`config.mk`:
```
export PLATFORM = sky130hd
export DESIGN_NAME = edge_filter_array
export DESIGN_NICKNAME = d
export VERILOG_FILES = /design/src/rtl/edge_filter_array.sv
export SDC_FILE = /design/constraint.sdc
export NUM_CORES = 1
export LEC_CHECK = 0
export ABC_CLOCK_PERIOD_IN_PS = 2800
export CELL_PAD_IN_SITES_DETAIL_PLACEMENT = 0
export CELL_PAD_IN_SITES_GLOBAL_PLACEMENT = 1
export CORE_MARGIN = 4
export CORE_UTILIZATION = 40
export CTS_BUF_LIST = sky130_fd_sc_hd__clkbuf_4 sky130_fd_sc_hd__clkbuf_8
export DETAILED_ROUTE_END_ITERATION = 12
export GPL_TIMING_DRIVEN = 0
export HOLD_SLACK_MARGIN = 0.12
export PLACE_DENSITY = 0.92
export SLEW_MARGIN = 40
export SYNTH_ARGS = -nofsm -noshare
export SYNTH_HDL_FRONTEND = slang
export SYNTH_SLANG_ARGS = --single-unit
```
`constraint.sdc`:
```
create_clock -name clk -period 2.8 [get_ports clk]
set_input_delay 0.28 -clock clk [delete_from_list [all_inputs] [get_ports clk]]
set_output_delay 0.28 -clock clk [all_outputs]
set_load 0.01 [all_outputs]
```
`src/rtl/edge_filter_array.sv`:
```
// rtl/edge_filter_array.sv - per-channel synchroniser, glitch filter and qualified edge detector
module edge_filter_array #(
  parameter int   NCH         = 4,
  parameter int   SYNC_STAGES = 2,
  parameter int   FILT_LEN    = 3,
  parameter int   CNT_W       = 8,
  parameter logic RESET_LEVEL = 1'b1
) (
  input  logic               clk,
  input  logic               n_rst,
  input  logic [NCH-1:0]     d_in,
  input  logic [1:0]         mode,
  input  logic [NCH-1:0]     flag_clr,
  input  logic [NCH-1:0]     cnt_clr,
  output logic [NCH-1:0]     filt_level,
  output logic [NCH-1:0]     edge_pulse,
  output logic [NCH-1:0]     edge_dir,
  output logic [NCH-1:0]     edge_flag,
  output logic [NCH*CNT_W-1:0] edge_cnt
);

  localparam int FC_W = $clog2(FILT_LEN + 1);
  localparam logic [FC_W-1:0]  FC_LAST = FC_W'(FILT_LEN - 1);
  localparam logic [CNT_W-1:0] CNT_MAX = '1;

  for (genvar i = 0; i < NCH; i++) begin : g_ch
    logic [SYNC_STAGES-1:0] r_sync;
    logic [FC_W-1:0]        r_fc;
    logic                   r_filt;
    logic                   r_prev;
    logic                   r_flag;
    logic [CNT_W-1:0]       r_cnt;
    logic                   w_s;
    logic                   w_pulse;

    assign w_s = r_sync[SYNC_STAGES-1];

    always_ff @(posedge clk) begin
      if (!n_rst) begin
        r_sync <= {SYNC_STAGES{RESET_LEVEL}};
      end else begin
        r_sync <= {r_sync[SYNC_STAGES-2:0], d_in[i]};
      end
    end

    // A level change is accepted only after FILT_LEN consecutive differing samples.
    always_ff @(posedge clk) begin
      if (!n_rst) begin
        r_fc   <= '0;
        r_filt <= RESET_LEVEL;
        r_prev <= RESET_LEVEL;
      end else begin
        r_prev <= r_filt;
        if (w_s == r_filt) begin
          r_fc <= '0;
        end else if (r_fc == FC_LAST) begin
          r_filt <= w_s;
          r_fc   <= '0;
        end else begin
          r_fc <= r_fc + 1'b1;
        end
      end
    end

    assign w_pulse = (r_filt ^ r_prev) & ((mode[0] & r_filt) | (mode[1] & ~r_filt));

    // Set beats clear on the flag; a clear coinciding with an edge keeps that edge in the count.
    always_ff @(posedge clk) begin
      if (!n_rst) begin
        r_flag <= 1'b0;
        r_cnt  <= '0;
      end else begin
        if (w_pulse) begin
          r_flag <= 1'b1;
        end else if (flag_clr[i]) begin
          r_flag <= 1'b0;
        end
        if (cnt_clr[i]) begin
          r_cnt <= w_pulse ? CNT_W'(1) : '0;
        end else if (w_pulse && (r_cnt != CNT_MAX)) begin
          r_cnt <= r_cnt + 1'b1;
        end
      end
    end

    assign filt_level[i]                = r_filt;
    assign edge_pulse[i]                = w_pulse;
    assign edge_dir[i]                  = r_filt;
    assign edge_flag[i]                 = r_flag;
    assign edge_cnt[i*CNT_W +: CNT_W]   = r_cnt;
  end

endmodule

```
==> impl_metrics.yaml <==
layout:
  fin_cells: 451
  area_growth_pct: 32.5
  nets: 397
  antennaDiodeCount: 0
  drive_gt1_frac: 0.0963
timing:
  finalWorstPathRequiredPeriod_ns: 2.43
  relSlewSlack: 0.600
  rsz0062_at_grt: "false"
  worst_slack_ns: 0.368
  period_share: 0.869
  maxSlewViolCount: 0
  skew_ns: 0.00507
  max_freq_mhz: 411
  setup_viol: 0
  setup_tns_ns: 0
  hold_viol: 0
  worst_pin_slew_ns: 0.601
placed_design:
  portBuffers: 63
  gp_congestion: 0.772
  place_worst_setup_slack_ns: 0.359
  dp.cells: 439
  place_hpwl_um: 4220
routing:
  ant_nets: 0
  firstDrtPassIters: 4
  drt-initial-drc-count: 66
  drc: 0
  drt_wl_total_um: 5820
  vias: 2341
  wire_per_inst_um: 12.9
  via_per_inst: 5.19
global_routing:
  antenna_found_initial: 0
  grt_pass1_vias: 2151
  grt_overflow_total: 0
  grt_max_degree: 11
  grtUsageTotal: 0.147
  grt_pass1_wl_um: 9840
setup_path:
  worst_path_most_repeated_cell: "clkdlybuf4s50_1"
  r2r-end: "g_ch[2].r_cnt[1]"
  critPathMaxFanout: 10
  r2r-start: "g_ch[2].r_cnt[0]"
  crit_required_ns: 2.52
  crit_arrival_ns: 2.15
  start_kind: "primary input"
  path_cells: "clkdlybuf4s50_1, nand2_1, o22a_1, buf_6, inv_1, buf_4, clkdlybuf4s50_1"
  cp_slowest_cell: "clkdlybuf4s50_1"
  cpPeakStageDelay_ns: 0.59
  crit_type: "primary input to output port"
  ff2ff_path_depth: 6
  r2r_setup_slack_ns: 1.07
  worst_setup_path_end_kind: "output port"
power:
  max-vdd-ir-drop_v: 0.000262
  leakagePower_nw: 1.32
  power.density_mw_per_mm2: 434
hold_path:
  holdCritStartpoint: "g_ch[0].r_sync[0]"
  hold_depth: 1
  min_to: "g_ch[0].r_sync[1]"
  hold_class: "flop to flop"
clock_tree:
  cts.reportedPaths.clkPinSlew_ns: 0.06
  root_buffer: "clkbuf_8"
  numCtsBuffers: 9
  cts_max_level: 3
  clockBufferDepth: 2
  ctsResizeCount: 0
  cts_tree: "built"
  cts.sink_count: 60
  postCtsHoldBufs: 0
  clock_latency_ns: 0.32
  post_cts_buffers: 0
floorplanning:
  core_mm2: 0.00646
  die-area_mm2: 0.00814
  die_y_um: 90.2
  die_w_um: 90.2
  start_util: 0.419
  rows: 29
  ios: 64
job:
  cap_violations: 0
logic_synthesis:
  synthTopCellsByArea: "dfxtp_1 (44%), buf_4 (4.4%), nand2b_1 (4.4%), a21oi_1 (3.7%), ha_1 (3.7%)"
  async_reset_ff_frac: 0
  synth-seq-cells: 60
  syn_nets: 323
  synth-warning-count: 0
  synth_cell_types: 41
  synthFlopType: "dfxtp_1"
  yosysTopAreaCellShare: 0.444
  avgSynthCellArea_um2: 9.05
  synthesis.area_mm2: 0.00271
  synth_edf_count: 0
  synth_cells: 299
  synth_common_cells: "dfxtp_1 (60), nand2_1 (22), a21oi_1 (20), nand2b_1 (19)"
  yosys.area.top_type: "dfxtp_1"
  yosysMostFrequentCell: "dfxtp_1"
  synth.yosys.seq_area_share: 0.444
run_status:
  status: "completed"
-- cells by family (layout without fill, tap and decap cells) --
kind of cell    count (synthesis)  in the layout  synth area share
simple gates                  117            117             0.244
compound gates                 60             60             0.141
flops                          60             60             0.444
buf+inv                        39            114            0.0805
mux                             9              9            0.0338
fa+ha+maj                       8              8            0.0370
xor+xnor                        6              6            0.0194
-- stage by stage --
stage               total power, mW  utilization  cell area [µm²]  hold slack [ns]
detailed placement            0.943        0.531             3430            0.393
CTS                            1.59        0.555             3580            0.406
floorplan                     0.908            -             2710            0.381
global route                   1.63        0.555             3580            0.426
global placement              0.942        0.531             3430            0.389
finish                         1.56        0.555             3580            0.406
-- layout by cell type, fill, tap and decap left out, types with 2 or more instances in the layout --
cell type	instances
o311ai_0	4
nor2b_1	2
nand4b_1	2
xnor2_1	6
and3_1	2
nand2_1	22
and2_1	3
nand3b_1	6
nand2b_1	19
or3_1	13
nand3_1	12
and4_1	2
clkbuf_8	10
ha_1	8
and3b_1	3
buf_4	16
nor2_1	15
a31oi_1	5
o21ai_0	13
a211oi_1	3
or2_2	2
o31ai_1	4
nand4_1	6
dfxtp_1	60
or4_1	6
o41ai_1	4
a21oi_1	20
clkdlybuf4s50_1	63
buf_2	3
mux2i_1	8
clkbuf_4	2
inv_1	16
clkbuf_1	3
-- layout make-up --
type | count | area, µm²
fillers | 604 | 2870
well taps | 77 | 96.3
repair buffers | 63 | 631
plain buffers | 23 | 158
flip-flops and latches | 60 | 1200
clock buffers | 12 | 153
inverters | 16 | 60.1
multi-input cells | 200 | 1290
-- power by group --
part,switching (mW),total (mW),internal [mW]
logic,0.0290,0.0594,0.0303
registers,0.00280,0.864,0.861
clock network,0.288,0.633,0.345
total,0.319,1.56,1.24
-- routing by layer --
metal  track usage  vias up  part of all wire
met5             0        -                 0
met4        0.0727        0             0.018
met3        0.0342       10             0.044
met2         0.233       53              0.45
met1         0.188     1068              0.49
li1              -     1210                 -
-- worst max path at each step --
stage | endpoint | from | slack, ns | cells past startpoint
floorplan | g_ch[0].r_cnt[1] | g_ch[0].r_cnt[4] | 1.22 | 5
global placement | edge_pulse[3] | mode[1] | 0.36 | 7
detailed placement | edge_pulse[3] | mode[1] | 0.36 | 7
CTS | edge_pulse[3] | mode[1] | 0.36 | 7
global route | edge_pulse[3] | mode[1] | 0.25 | 7
finish | edge_pulse[3] | mode[1] | 0.37 | 7
-- flip-flops by register name, summed over array words and instances (netlist names) --
name	count
g_ch.r_cnt	32
g_ch.r_prev	4
g_ch.r_filt	4
g_ch.r_sync	8
g_ch.r_flag	4
g_ch.r_fc	8
-- critical path, delay by kind of cell --
family          cells  cell delay [ns]
compound gates      1             0.22
buf+inv             5             1.57
simple gates        1             0.08
Power figures use the tool's default switching activity.
